<file path="src/rtl/dep_wakeup_sched.sv">
// Dependency wakeup scheduler: per-slot dependency rows cleared by completions; one ready slot offered per cycle.
// Optional DEP_SCHED_OLDEST_FIRST_EN selects the oldest ready slot through an age matrix instead of the lowest index.
//
// slot state (occ,iss,dep) | meaning
// FREE    (0,0,-)          | slot unused
// WAIT    (1,0,!=0)        | allocated, waiting on producers
// READY   (1,0,==0)        | allocated, eligible for issue
// ISSUED  (1,1,-)          | accepted by execute, waiting for done
module dep_wakeup_sched #(
   parameter int bs = 16,
   localparam int IW = $clog2(bs)
) (
   input  logic          clk,
   input  logic          rst,
   input  logic          alloc_valid,
   input  logic [IW-1:0] alloc_index,
   input  logic [bs-1:0] alloc_dep,
   output logic          issue_valid,
   output logic [IW-1:0] issue_index,
   input  logic          issue_ready,
   input  logic          done_valid,
   input  logic [IW-1:0] done_index,
   output logic [bs-1:0] pending,
   output logic [IW:0]   occupancy,
   output logic          full,
   output logic          empty,
   output logic          err
);

   localparam logic [bs-1:0] one_hot0 = bs'(1);

   logic [bs-1:0]          occ, occ_nxt, iss, iss_nxt, ready;
   logic [bs-1:0]          done_mask, self_mask;
   logic [bs-1:0][bs-1:0]  dep, dep_nxt;
   logic [IW:0]            occ_cnt, occ_cnt_nxt;
   logic                   err_q, err_nxt, done_ok, alloc_ok, issue_fire;

`ifdef DEP_SCHED_OLDEST_FIRST_EN
   // age[k][j]=1: slot j was already occupied when slot k was allocated
   logic [bs-1:0][bs-1:0]  age, age_nxt;
`endif

   always_comb begin
      for (int k = 0; k < bs; k++)
         ready[k] = occ[k] & ~iss[k] & ~(|dep[k]);
   end

   always_comb begin
      issue_valid = |ready;
      issue_index = '0;
`ifdef DEP_SCHED_OLDEST_FIRST_EN
      for (int k = 0; k < bs; k++)
         if (ready[k] && ((age[k] & ready) == '0))
            issue_index = IW'(k);
`else
      for (int k = bs - 1; k >= 0; k--)
         if (ready[k])
            issue_index = IW'(k);
`endif
   end

   always_comb begin
      done_ok    = done_valid & occ[done_index] & iss[done_index];
      done_mask  = done_ok ? (one_hot0 << done_index) : '0;
      self_mask  = one_hot0 << alloc_index;
      // a slot being freed by done this cycle may be re-allocated in the same cycle
      alloc_ok   = alloc_valid & ~(occ[alloc_index] & ~done_mask[alloc_index]);
      issue_fire = issue_valid & issue_ready;

      occ_nxt = occ & ~done_mask;
      iss_nxt = iss & ~done_mask;
      for (int k = 0; k < bs; k++)
         dep_nxt[k] = dep[k] & ~done_mask;
      if (issue_fire)
         iss_nxt[issue_index] = 1'b1;
      if (alloc_ok) begin
         occ_nxt = occ_nxt | self_mask;
         iss_nxt = iss_nxt & ~self_mask;
         dep_nxt[alloc_index] = alloc_dep & occ & ~self_mask & ~done_mask;
      end

      occ_cnt_nxt = occ_cnt + {{IW{1'b0}}, alloc_ok} - {{IW{1'b0}}, done_ok};
      err_nxt     = err_q | (done_valid & ~done_ok) | (alloc_valid & ~alloc_ok);
   end

   always_ff @(posedge clk or posedge rst) begin
      if (rst) begin
         occ     <= '0;
         iss     <= '0;
         dep     <= '0;
         occ_cnt <= '0;
         err_q   <= 1'b0;
      end else begin
         occ     <= occ_nxt;
         iss     <= iss_nxt;
         dep     <= dep_nxt;
         occ_cnt <= occ_cnt_nxt;
         err_q   <= err_nxt;
      end
   end

`ifdef DEP_SCHED_OLDEST_FIRST_EN
   // a re-allocated slot becomes younger than every other occupant
   always_comb begin
      age_nxt = age;
      if (alloc_ok) begin
         for (int k = 0; k < bs; k++)
            age_nxt[k][alloc_index] = 1'b0;
         age_nxt[alloc_index] = occ & ~done_mask & ~self_mask;
      end
   end

   always_ff @(posedge clk or posedge rst) begin
      if (rst) age <= '0;
      else     age <= age_nxt;
   end
`endif

   assign pending   = occ;
   assign occupancy = occ_cnt;
   assign full      = (occ_cnt == (IW+1)'(bs));
   assign empty     = (occ_cnt == '0);
   assign err       = err_q;

endmodule

</file>
<file path="config.mk">
export PLATFORM = sky130hd
export DESIGN_NAME = dep_wakeup_sched
export DESIGN_NICKNAME = d
export VERILOG_FILES = /design/src/rtl/dep_wakeup_sched.sv
export SDC_FILE = /design/constraint.sdc
export NUM_CORES = 1
export LEC_CHECK = 0
export CORE_MARGIN = 2
export CORE_UTILIZATION = 25
export CTS_BUF_LIST = sky130_fd_sc_hd__clkbuf_16
export DETAILED_ROUTE_END_ITERATION = 8
export PLACE_DENSITY = 0.38
export RECOVER_POWER = 25
export SYNTH_ARGS = -nofsm -noshare
export SYNTH_HDL_FRONTEND = slang
export SYNTH_SLANG_ARGS = --single-unit
</file>
<file path="constraint.sdc">
create_clock -name clk -period 12.8 [get_ports clk]
set_input_delay 2.56 -clock clk [delete_from_list [all_inputs] [get_ports clk]]
set_output_delay 2.56 -clock clk [all_outputs]
set_load 0.1 [all_outputs]
</file>
==> results of run 1 <==
==> state kept, by name, summed over array words and instances, names as in the netlist <==
name / flops
dep: 256
err: 1
occupancy: 5
iss: 16
pending: 16
==> worst register-to-register path: cells and delay by family (launching register included) <==
family,cells,cell delay [ns]
AOI/OAI and AO/OA,2,1.02
DFF,1,0.59
muxes,1,0.34
and+or+nand+nor,4,2.06
==> layer usage <==
layer / GRT usage [%] / vias up
met4: 5.268 / 2
met1: 29.43 / 5402
met5: 0 / -
li1: - / 4833
met3: 3.008 / 60
met2: 28.90 / 292
==> report_power, final <==
part	switching [mW]	internal, mW	total, mW
clock	0.409	0.567	0.976
sequential	0.184	1.15	1.33
combinational	0.938	0.379	1.32
total	1.53	2.09	3.62
==> layout make-up <==
class	instances	area, sq um
fillers	5421	35960
flip-flops and latches	294	7357
multi-input cells	897	5150
clock buffers	39	975.9
repair buffers	103	915.9
well taps	680	850.8
clock inverters	24	133.9
inverters	15	57.56
==> final timing paths <==
path,start,endpoint,slack (ns),cells after the start
max in group asynchronous,rst,pending[15],6.01,4
setup reg to reg,pending[9],dep[204],8.67,7
min in group asynchronous,rst,dep[80],3.79,2
setup / recovery,pending[15],issue_index[0],5.55,8
hold reg to reg,dep[147],dep[147],0.49,2
hold / removal,dep[147],dep[147],0.49,2
==> placed cells by master (no fill, tap or decap), types with 6 or more instances in the layout <==
cell type and instances:
sky130_fd_sc_hd__clkbuf_16 39, sky130_fd_sc_hd__clkdlybuf4s50_1 56, sky130_fd_sc_hd__and2_1 7, sky130_fd_sc_hd__buf_4 46, sky130_fd_sc_hd__inv_1 24, sky130_fd_sc_hd__or4_1 17, sky130_fd_sc_hd__o21ai_0 207, sky130_fd_sc_hd__mux2i_1 45
sky130_fd_sc_hd__nand2_1 93, sky130_fd_sc_hd__nand4_1 50, sky130_fd_sc_hd__ha_1 6, sky130_fd_sc_hd__a21oi_1 17, sky130_fd_sc_hd__nor4b_1 14, sky130_fd_sc_hd__nor4_1 35, sky130_fd_sc_hd__and3_1 15, sky130_fd_sc_hd__nor2_1 70
sky130_fd_sc_hd__nor3_1 11, sky130_fd_sc_hd__nand3b_1 6, sky130_fd_sc_hd__dfrtp_1 294, sky130_fd_sc_hd__nor2b_1 11, sky130_fd_sc_hd__clkinv_1 7, sky130_fd_sc_hd__nand3_1 210
==> cell families (layout without fill, tap and decap cells) <==
kind of cell / Yosys count / after routing / synth area share, %
xor gates and xnor gates: 6 / 6 / 0.4036
buffers and inverters: 119 / 181 / 4.055
adders and majority gates: 7 / 7 / 0.7303
muxes: 52 / 52 / 4.410
DFF: 294 / 294 / 56.50
and+or+nand+nor: 567 / 567 / 22.88
AOI/OAI and AO/OA: 265 / 265 / 11.02
==> flow_summary.rst, run 1 <==
.. list-table::
   :header-rows: 1

   * - Metric
     - Value
   * - Number of failing hold endpoints at the final stage
     - 0
   * - Tightest Hold Check Type
     - reg2reg
   * - Wire length of the first global-routing pass
     - 75.91 mm
   * - Cell family with most CP delay
     - compound AO/OA/AOI/OAI gates
   * - Worst clock skew
     - 0.01913 ns
   * - Largest driver fanout on the critical path
     - 8
   * - Total global-route track usage
     - 19.57%
   * - Number of antenna violations at the first check in global routing
     - 4
   * - Average footprint of a synthesized cell
     - 9.940 sq um
   * - Die area
     - 53,930 sq um
   * - Combined area of all synthesized cells
     - 13,020 sq um
   * - Yosys top cell area share
     - 56.50%
   * - # Max-Cap Violations
     - 1
   * - DR vias/cell
     - 5.160
   * - Area after detailed placement
     - 14,340 sq um
   * - Half-perimeter wire length of the detailed placement result
     - 32.66 mm
   * - Drt drc
     - 0
   * - RSZ-0062 raised after global routing
     - false
   * - Leakage power
     - 6.900 nW
   * - Drt first-iter violations
     - 950
   * - Status
     - finished, violations left
   * - Sequential cell area fraction in the yosys report
     - 56.50%
   * - Maximum clock insertion buffer count
     - 3
   * - Weighted congestion reported at the end of routability-driven placement
     - 0.8545
   * - Final non-filler cell area
     - 15,440 sq um
   * - Die width
     - 232.2 um
   * - Most used DFF post-synth
     - sky130_fd_sc_hd__dfrtp_1
   * - # H-tree levels
     - 2
   * - Iteration count of the initial detailed-routing pass
     - 5
   * - Highest routed layer
     - met5
   * - Nets
     - 1,384
   * - Amount of wire on met2 after detailed routing
     - 22.41 mm
   * - Yosys warning total
     - 0
   * - GRT Residual Overflow
     - 0
   * - I/O pin total
     - 58
   * - Fraction of layout instances using a drive strength above 1
     - 7.945%
   * - Site Rows
     - 83
   * - Setup WS post-layout
     - 5.548 ns
   * - Final slew viol count
     - 95
   * - Period minus WS final
     - 7.252 ns
   * - Slew margin rel.
     - -192.0%
   * - Flop and latch count out of synthesis
     - 294
   * - Met3 layer wire length in the routed design
     - 2.662 mm
   * - Cell with the most instances after synthesis
     - sky130_fd_sc_hd__dfrtp_1
   * - Sum of negative setup slack
     - 0 ns
   * - Die boundary height
     - 232.2 um
   * - Post-layout instance count excluding filler cells
     - 2,052
   * - Slowest stage cell, crit path
     - sky130_fd_sc_hd__clkdlybuf4s50_1
   * - Crit path buffers/inverters
     - 1
   * - Hold bufs inserted after CTS
     - 0
   * - Hold_ws
     - 0.4897 ns
   * - Vias
     - 10,590
   * - Clock tree from TritonCTS
     - yes
   * - Number of cells produced by synthesis
     - 1,310
   * - Growth of design area from synthesis to finish
     - 18.58%
   * - Via count of the first global-routing pass
     - 10,390
   * - Data arrival time of the critical path
     - 4.69 ns
   * - Worst endpoint required time
     - 10.24 ns
   * - Area leader, netlist
     - sky130_fd_sc_hd__dfrtp_1
   * - Later-pin clock latency in the skew report
     - 0.55 ns
   * - CP Capture Type
     - output port
   * - Maximum single-stage delay on the critical path
     - 1.21 ns
   * - Wire length per cell after detailed routing
     - 25.16 um
   * - Period utilization
     - 56.66%
   * - Clock Root Buffer
     - sky130_fd_sc_hd__clkbuf_16
   * - Startpoint-to-endpoint class of the critical path
     - reg2out
   * - Transition time at the pin with the least slew margin
     - 4.356 ns
   * - TritonCTS buffer count
     - 37
   * - Sum of routed wire length over all layers
     - 51.63 mm
   * - Max frequency
     - 137.9 MHz
   * - Metal1 wirelength
     - 25.47 mm
   * - Final Total Pwr
     - 3.622 mW
   * - Register clock-pin slew on the reported worst setup and hold paths
     - 0.05 ns
   * - Worst supply voltage drop on vdd
     - 0.0004075 V
   * - Net count of the mapped netlist
     - 1,346
   * - Startpoint type of the worst setup path
     - flop
   * - Largest net degree at the start of global routing
     - 95
   * - Number of clock sinks
     - 294
   * - Area of the core region
     - 51,410 sq um
   * - Power per unit of standard cell area
     - 234.6 nW/um^2
   * - Total placed cells including tap cells
     - 1,989
   * - Number of buffers added for setup after CTS
     - 0
   * - Cells traversed along the worst timing path
     - nor4b_1 > nand4_1 > a211oi_1 > nor3_1 > o31ai_1 > nand2_1 > a21oi_1 > clkdlybuf4s50_1
   * - Worst slack at placement
     - 5.765 ns
   * - Share of flip-flops with an asynchronous set or reset
     - 100.0%
   * - Top cells by instance count after synthesis
     - 294 x sky130_fd_sc_hd__dfrtp_1, 211 x sky130_fd_sc_hd__nand3_1, 207 x sky130_fd_sc_hd__o21ai_0
   * - Remaining antenna violation count after routing
     - 0
   * - Number of port buffers
     - 57
   * - Initial Utilization
     - 25.33%
   * - Final core utilization
     - 30.04%
   * - Failing checks
     - max-capacitance violations, max-slew violations
   * - Setup violation total in the final timing report
     - 0
   * - Main area contributors after synthesis
     - sky130_fd_sc_hd__dfrtp_1 57%, sky130_fd_sc_hd__nand3_1 8.1%, sky130_fd_sc_hd__o21ai_0 8.0%
   * - Diodes inserted
     - 0
   * - Number of distinct standard cells referenced by the synthesized netlist
     - 55
   * - Number of cells upsized or downsized after cts
     - 0
   * - Count of flip-flops with a built-in enable after synthesis
     - 0
No activity file was read; power rests on OpenSTA's default activity.
==> run 2: changes to the inputs <==
- clock period: 12.8 -> 7.55 ns (I/O delays scaled with it)
==> flow_summary.rst, run 2 (same netlist as run 1, synthesis figures left out) <==
.. list-table::
   :header-rows: 1

   * - Metric
     - Value
   * - Site Rows
     - 83
   * - Slowest stage cell, crit path
     - sky130_fd_sc_hd__clkdlybuf4s50_1
   * - Nets
     - 1,386
   * - Final core utilization
     - 29.98%
   * - Hold_ws
     - 0.4950 ns
   * - Die boundary height
     - 232.2 um
   * - Leakage power
     - 6.890 nW
   * - Cells traversed along the worst timing path
     - nor4b_1 > nand4_1 > o21ai_0 > nor3_1 > a2111oi_1 > clkdlybuf4s50_1
   * - Iteration count of the initial detailed-routing pass
     - 5
   * - Power per unit of standard cell area
     - 397.2 nW/um^2
   * - Slew margin rel.
     - -155.5%
   * - GRT Residual Overflow
     - 0
   * - Wire length of the first global-routing pass
     - 75.62 mm
   * - DR vias/cell
     - 5.134
   * - Startpoint-to-endpoint class of the critical path
     - reg2out
   * - Hold bufs inserted after CTS
     - 0
   * - Number of failing hold endpoints at the final stage
     - 0
   * - Drt first-iter violations
     - 1,001
   * - RSZ-0062 raised after global routing
     - false
   * - Max frequency
     - 163.4 MHz
   * - Later-pin clock latency in the skew report
     - 0.55 ns
   * - Remaining antenna violation count after routing
     - 0
   * - Startpoint type of the worst setup path
     - flop
   * - Drt drc
     - 0
   * - Register clock-pin slew on the reported worst setup and hold paths
     - 0.06 ns
   * - Transition time at the pin with the least slew margin
     - 3.832 ns
   * - Number of antenna violations at the first check in global routing
     - 5
   * - Fraction of layout instances using a drive strength above 1
     - 8.000%
   * - Largest net degree at the start of global routing
     - 147
   * - Worst supply voltage drop on vdd
     - 0.001142 V
   * - Diodes inserted
     - 0
   * - # Max-Cap Violations
     - 1
   * - # H-tree levels
     - 2
   * - Half-perimeter wire length of the detailed placement result
     - 32.72 mm
   * - Period minus WS final
     - 6.119 ns
   * - Number of buffers added for setup after CTS
     - 0
   * - Critical Path Start
     - pending[10]
   * - Vias
     - 10,550
   * - Status
     - finished, violations left
   * - Largest register by flop count
     - dep
   * - Weighted congestion reported at the end of routability-driven placement
     - 0.8804
   * - Growth of design area from synthesis to finish
     - 18.37%
   * - Maximum clock insertion buffer count
     - 3
   * - Initial Utilization
     - 25.33%
   * - TritonCTS buffer count
     - 36
   * - Setup violation total in the final timing report
     - 0
   * - Die area
     - 53,930 sq um
   * - Commonest non-fill, non-tap cell in the layout
     - sky130_fd_sc_hd__dfrtp_1
   * - Total global-route track usage
     - 19.53%
   * - Number of clock sinks
     - 294
   * - Clock Root Buffer
     - sky130_fd_sc_hd__clkbuf_16
   * - CP Capture Type
     - output port
   * - I/O pin total
     - 58
   * - Clock tree from TritonCTS
     - yes
   * - Period utilization
     - 81.04%
   * - Worst endpoint required time
     - 6.04 ns
   * - Flip-flop count of the largest register, all copies and words added
     - 256
   * - Launch instance of the worst register-to-register path
     - pending[12]
   * - Failing checks
     - max-capacitance violations, max-slew violations
   * - Tightest Hold Check Type
     - reg2reg
   * - Wire length per cell after detailed routing
     - 25.28 um
   * - Number of port buffers
     - 57
   * - Final slew viol count
     - 147
   * - Sum of negative setup slack
     - 0 ns
   * - Number of cells upsized or downsized after cts
     - 0
   * - Area of the core region
     - 51,410 sq um
   * - Sum of routed wire length over all layers
     - 51.95 mm
   * - Data arrival time of the critical path
     - 4.61 ns
   * - Die width
     - 232.2 um
   * - Worst clock skew
     - 0.01601 ns
   * - Largest driver fanout on the critical path
     - 6
   * - Maximum single-stage delay on the critical path
     - 1.29 ns
   * - Via count of the first global-routing pass
     - 10,320
   * - Most frequent cells in the layout
     - 294 x sky130_fd_sc_hd__dfrtp_1, 211 x sky130_fd_sc_hd__nand3_1, 207 x sky130_fd_sc_hd__o21ai_0
   * - Worst hold path startpoint
     - dep[20]
==> run 2: cell count changes in the layout (fill, tap and decap cells not counted), sizes merged <==
cell / previous run / this run
clkbuf: 39 / 38
inv: 26 / 24
clkinv: 10 / 14
buf: 46 / 48
==> run 2: cell type report <==
type,instances,area [sq um]
clock buffers,37,925.9
clock inverters,26,143.9
fillers,5423,35990
inverters,15,57.56
multi-input cells,897,5142
flip-flops and latches,294,7357
well taps,680,850.8
repair buffers,106,935.9
==> run 2: stage by stage <==
stage / setup WS [ns] / total power [mW] / area (sq um) / std cells
floorplan: 0.7746 / 3.720 / 13030 / 1310
global placement: 1.781 / 4.517 / 14360 / 1992
detailed placement: 1.657 / 4.522 / 14360 / 1992
finish: 1.431 / 6.122 / 15410 / 2055
CTS: 1.474 / 6.171 / 15430 / 2055
global route: 1.118 / 6.447 / 15410 / 2055
==> run 2: critical path, delay by kind of cell, from the launching register on <==
family                 cells  cell delay, ns
buffers and inverters      1            1.29
AND/OR/NAND/NOR            3            0.89
flip-flops                 1            0.54
AO/OA/AOI/OAI              2            1.34
==> run 2: routing by layer <==
metal / up-vias / global-route usage [%] / wire [um]
met5: - / 0 / 22
met4: 4 / 6.310 / 1429
met3: 69 / 3.745 / 3267
met2: 331 / 27.68 / 21600
met1: 5309 / 29.47 / 25630
li1: 4837 / - / -
==> run 2: final timing paths <==
path,slack [ns],end,cells past startpoint
setup / recovery,1.43,issue_index[3],6
hold / removal,0.50,dep[20],2
setup reg to reg,3.70,occupancy[4],17
hold reg to reg,0.50,dep[20],2
max in group asynchronous,1.84,pending[14],3
min in group asynchronous,1.51,dep[82],2
==> run 2: report_power, final <==
part           switching (mW)  internal [mW]
combinational            1.60          0.647
clock                   0.697          0.920
sequential              0.315           1.94
total                    2.61           3.51
==> run 3: changes to the inputs <==
- PLACE_DENSITY: 0.38 -> 0.39
- clock period: 7.55 -> 5.1 ns (I/O delays scaled with it)
==> flow_summary.rst, run 3 (same netlist as run 1, synthesis figures left out) <==
.. list-table::
   :header-rows: 1

   * - Metric
     - Value
   * - Sum of negative setup slack
     - 0 ns
   * - Period minus WS final
     - 4.592 ns
   * - Sw power
     - 3.869 mW
   * - # H-tree levels
     - 2
   * - Depth of the worst register-to-register path
     - 16
   * - Total global-route track usage
     - 19.28%
   * - Sum of routed wire length over all layers
     - 51.83 mm
   * - Transition time at the pin with the least slew margin
     - 3.214 ns
   * - Nets
     - 1,411
   * - Register clock-pin slew on the reported worst setup and hold paths
     - 0.06 ns
   * - Number of clock sinks
     - 294
   * - Portion of total power attributed to the clock network
     - 25.6%
   * - Number of antenna violations at the first check in global routing
     - 3
   * - Total placed cells including tap cells
     - 2,016
   * - Cell family with most CP delay
     - compound AO/OA/AOI/OAI gates
   * - Remaining antenna violation count after routing
     - 0
   * - Status
     - finished, violations left
   * - Initial Utilization
     - 25.33%
   * - Largest register by flop count
     - dep
   * - Flip-flop count of the largest register, all copies and words added
     - 256
   * - Leakage power
     - 6.994 nW
   * - Worst clock skew
     - 0.02246 ns
   * - Fraction of power consumed by sequential logic
     - 36.3%
   * - Tightest Hold Check Type
     - reg2reg
   * - Clock tree from TritonCTS
     - yes
   * - Clock Root Buffer
     - sky130_fd_sc_hd__clkbuf_16
   * - Drt first-iter violations
     - 992
   * - DR vias/cell
     - 5.110
   * - Vias
     - 10,620
   * - Die boundary height
     - 232.2 um
   * - Post-layout instance count excluding filler cells
     - 2,078
   * - GRT Residual Overflow
     - 0
   * - Share of total power consumed by net switching
     - 42.84%
   * - Largest net degree at the start of global routing
     - 120
   * - Wire length of the first global-routing pass
     - 75.45 mm
   * - Failing checks
     - max-capacitance violations, max-slew violations
   * - Crit path buffers/inverters
     - 2
   * - Number of port buffers
     - 57
   * - Worst supply voltage drop on vdd
     - 0.0008999 V
   * - Number of buffers added for setup after CTS
     - 0
   * - Site Rows
     - 83
   * - Final slew viol count
     - 298
   * - Max frequency
     - 217.8 MHz
   * - Number of failing hold endpoints at the final stage
     - 0
   * - Final non-filler cell area
     - 15,570 sq um
   * - Power share of the combinational group
     - 38.1%
   * - Worst endpoint required time
     - 4.08 ns
   * - Number of filler instances in the final layout
     - 5,357
   * - Fraction of layout instances using a drive strength above 1
     - 9.878%
   * - Drt drc
     - 0
   * - Area after detailed placement
     - 14,580 sq um
   * - Largest driver fanout on the critical path
     - 7
   * - Startpoint-to-endpoint class of the critical path
     - reg2out
   * - Data arrival time of the critical path
     - 3.57 ns
   * - # Max-Cap Violations
     - 4
   * - Period utilization
     - 90.04%
   * - Maximum single-stage delay on the critical path
     - 0.66 ns
   * - Setup violation total in the final timing report
     - 0
   * - Iteration count of the initial detailed-routing pass
     - 5
   * - Later-pin clock latency in the skew report
     - 0.53 ns
   * - Wire length per cell after detailed routing
     - 24.94 um
   * - TritonCTS buffer count
     - 37
   * - Cells traversed along the worst timing path
     - nor4b_1 > nand4_1 > o22ai_1 > a211oi_2 > o31ai_1 > inv_1 > buf_4
   * - Slew margin rel.
     - -114.3%
   * - Weighted congestion reported at the end of routability-driven placement
     - 0.8599
   * - I/O pin total
     - 58
   * - Internal power consumption
     - 5.163 mW
   * - Power per unit of standard cell area
     - 579.9 nW/um^2
   * - Number of cells upsized or downsized after cts
     - 0
   * - Slowest stage cell, crit path
     - sky130_fd_sc_hd__nor4b_1
   * - RSZ-0062 raised after global routing
     - false
   * - Die width
     - 232.2 um
   * - Commonest non-fill, non-tap cell in the layout
     - sky130_fd_sc_hd__dfrtp_1
   * - Maximum clock insertion buffer count
     - 3
   * - Worst hold stages
     - 2
   * - Via count of the first global-routing pass
     - 10,340
   * - Area of the core region
     - 51,410 sq um
   * - Die area
     - 53,930 sq um
   * - Hold bufs inserted after CTS
     - 0
   * - Startpoint type of the worst setup path
     - flop
   * - Most frequent cells in the layout
     - 294 x sky130_fd_sc_hd__dfrtp_1, 211 x sky130_fd_sc_hd__nand3_1, 207 x sky130_fd_sc_hd__o21ai_0
   * - CP Capture Type
     - output port
   * - Growth of design area from synthesis to finish
     - 19.60%
   * - CP Depth
     - 7
   * - Half-perimeter wire length of the detailed placement result
     - 33.86 mm
==> run 3: per-layer routing <==
layer / vias up / GRT usage [%] / wire (um)
met5: - / 0 / 13
met4: 2 / 4.627 / 1010
met3: 67 / 3.450 / 2849
met2: 310 / 28.96 / 22610
met1: 5364 / 28.52 / 25360
li1: 4875 / - / -
==> run 3: cell type report <==
type	instances	area, sq um	share of cell area [%]
flip-flops and latches	294	7357	47.24
multi-input cells	897	5157	33.12
repair buffers	130	1119	7.182
clock buffers	37	925.9	5.945
well taps	680	850.8	5.463
clock inverters	24	103.9	0.6668
inverters	15	57.56	0.3696
diodes	1	2.502	0.01607
==> run 3: worst paths after layout <==
path,start,endpoint,slack [ns]
setup / recovery,iss[4],issue_index[1],0.51
hold / removal,dep[163],dep[163],0.49
setup reg to reg,pending[14],occupancy[4],1.71
hold reg to reg,dep[163],dep[163],0.49
max in group asynchronous,rst,dep[15],0.89
min in group asynchronous,rst,dep[87],1.66
==> run 3: worst min-delay path, cell delays in order, from the launching register on <==
cell and delay [ns]:
sky130_fd_sc_hd__dfrtp_1 0.33, sky130_fd_sc_hd__nand3_1 0.06, sky130_fd_sc_hd__o21ai_0 0.06
==> run 3: through the flow <==
step | power [mW] | utilization (%) | hold slack, ns | setup WS, ns
3_3_place_gp | 6.756 | 28.37 | 0.4740 | 0.5185
4_1_cts | 9.104 | 30.37 | 0.4973 | 0.5900
3_5_place_dp | 6.759 | 28.37 | 0.4856 | 0.4516
6_report | 9.032 | 30.30 | 0.4899 | 0.5079
5_1_grt | 9.504 | 30.29 | 0.5164 | 0.2822
2_1_floorplan | 5.521 | - | 0.4599 | 0.05850
==> run 3: power by group through the flow <==
| stage | clock network (mW) | logic [mW] | registers (mW) |
|---|---|---|---|
| after global placement | 0 | 3.44 | 3.32 |
| after floorplan | 0 | 1.84 | 3.68 |
| after detailed placement | 0 | 3.45 | 3.31 |
| final | 2.31 | 3.44 | 3.28 |
| after global routing | 2.47 | 3.69 | 3.35 |
| after CTS | 2.37 | 3.46 | 3.28 |
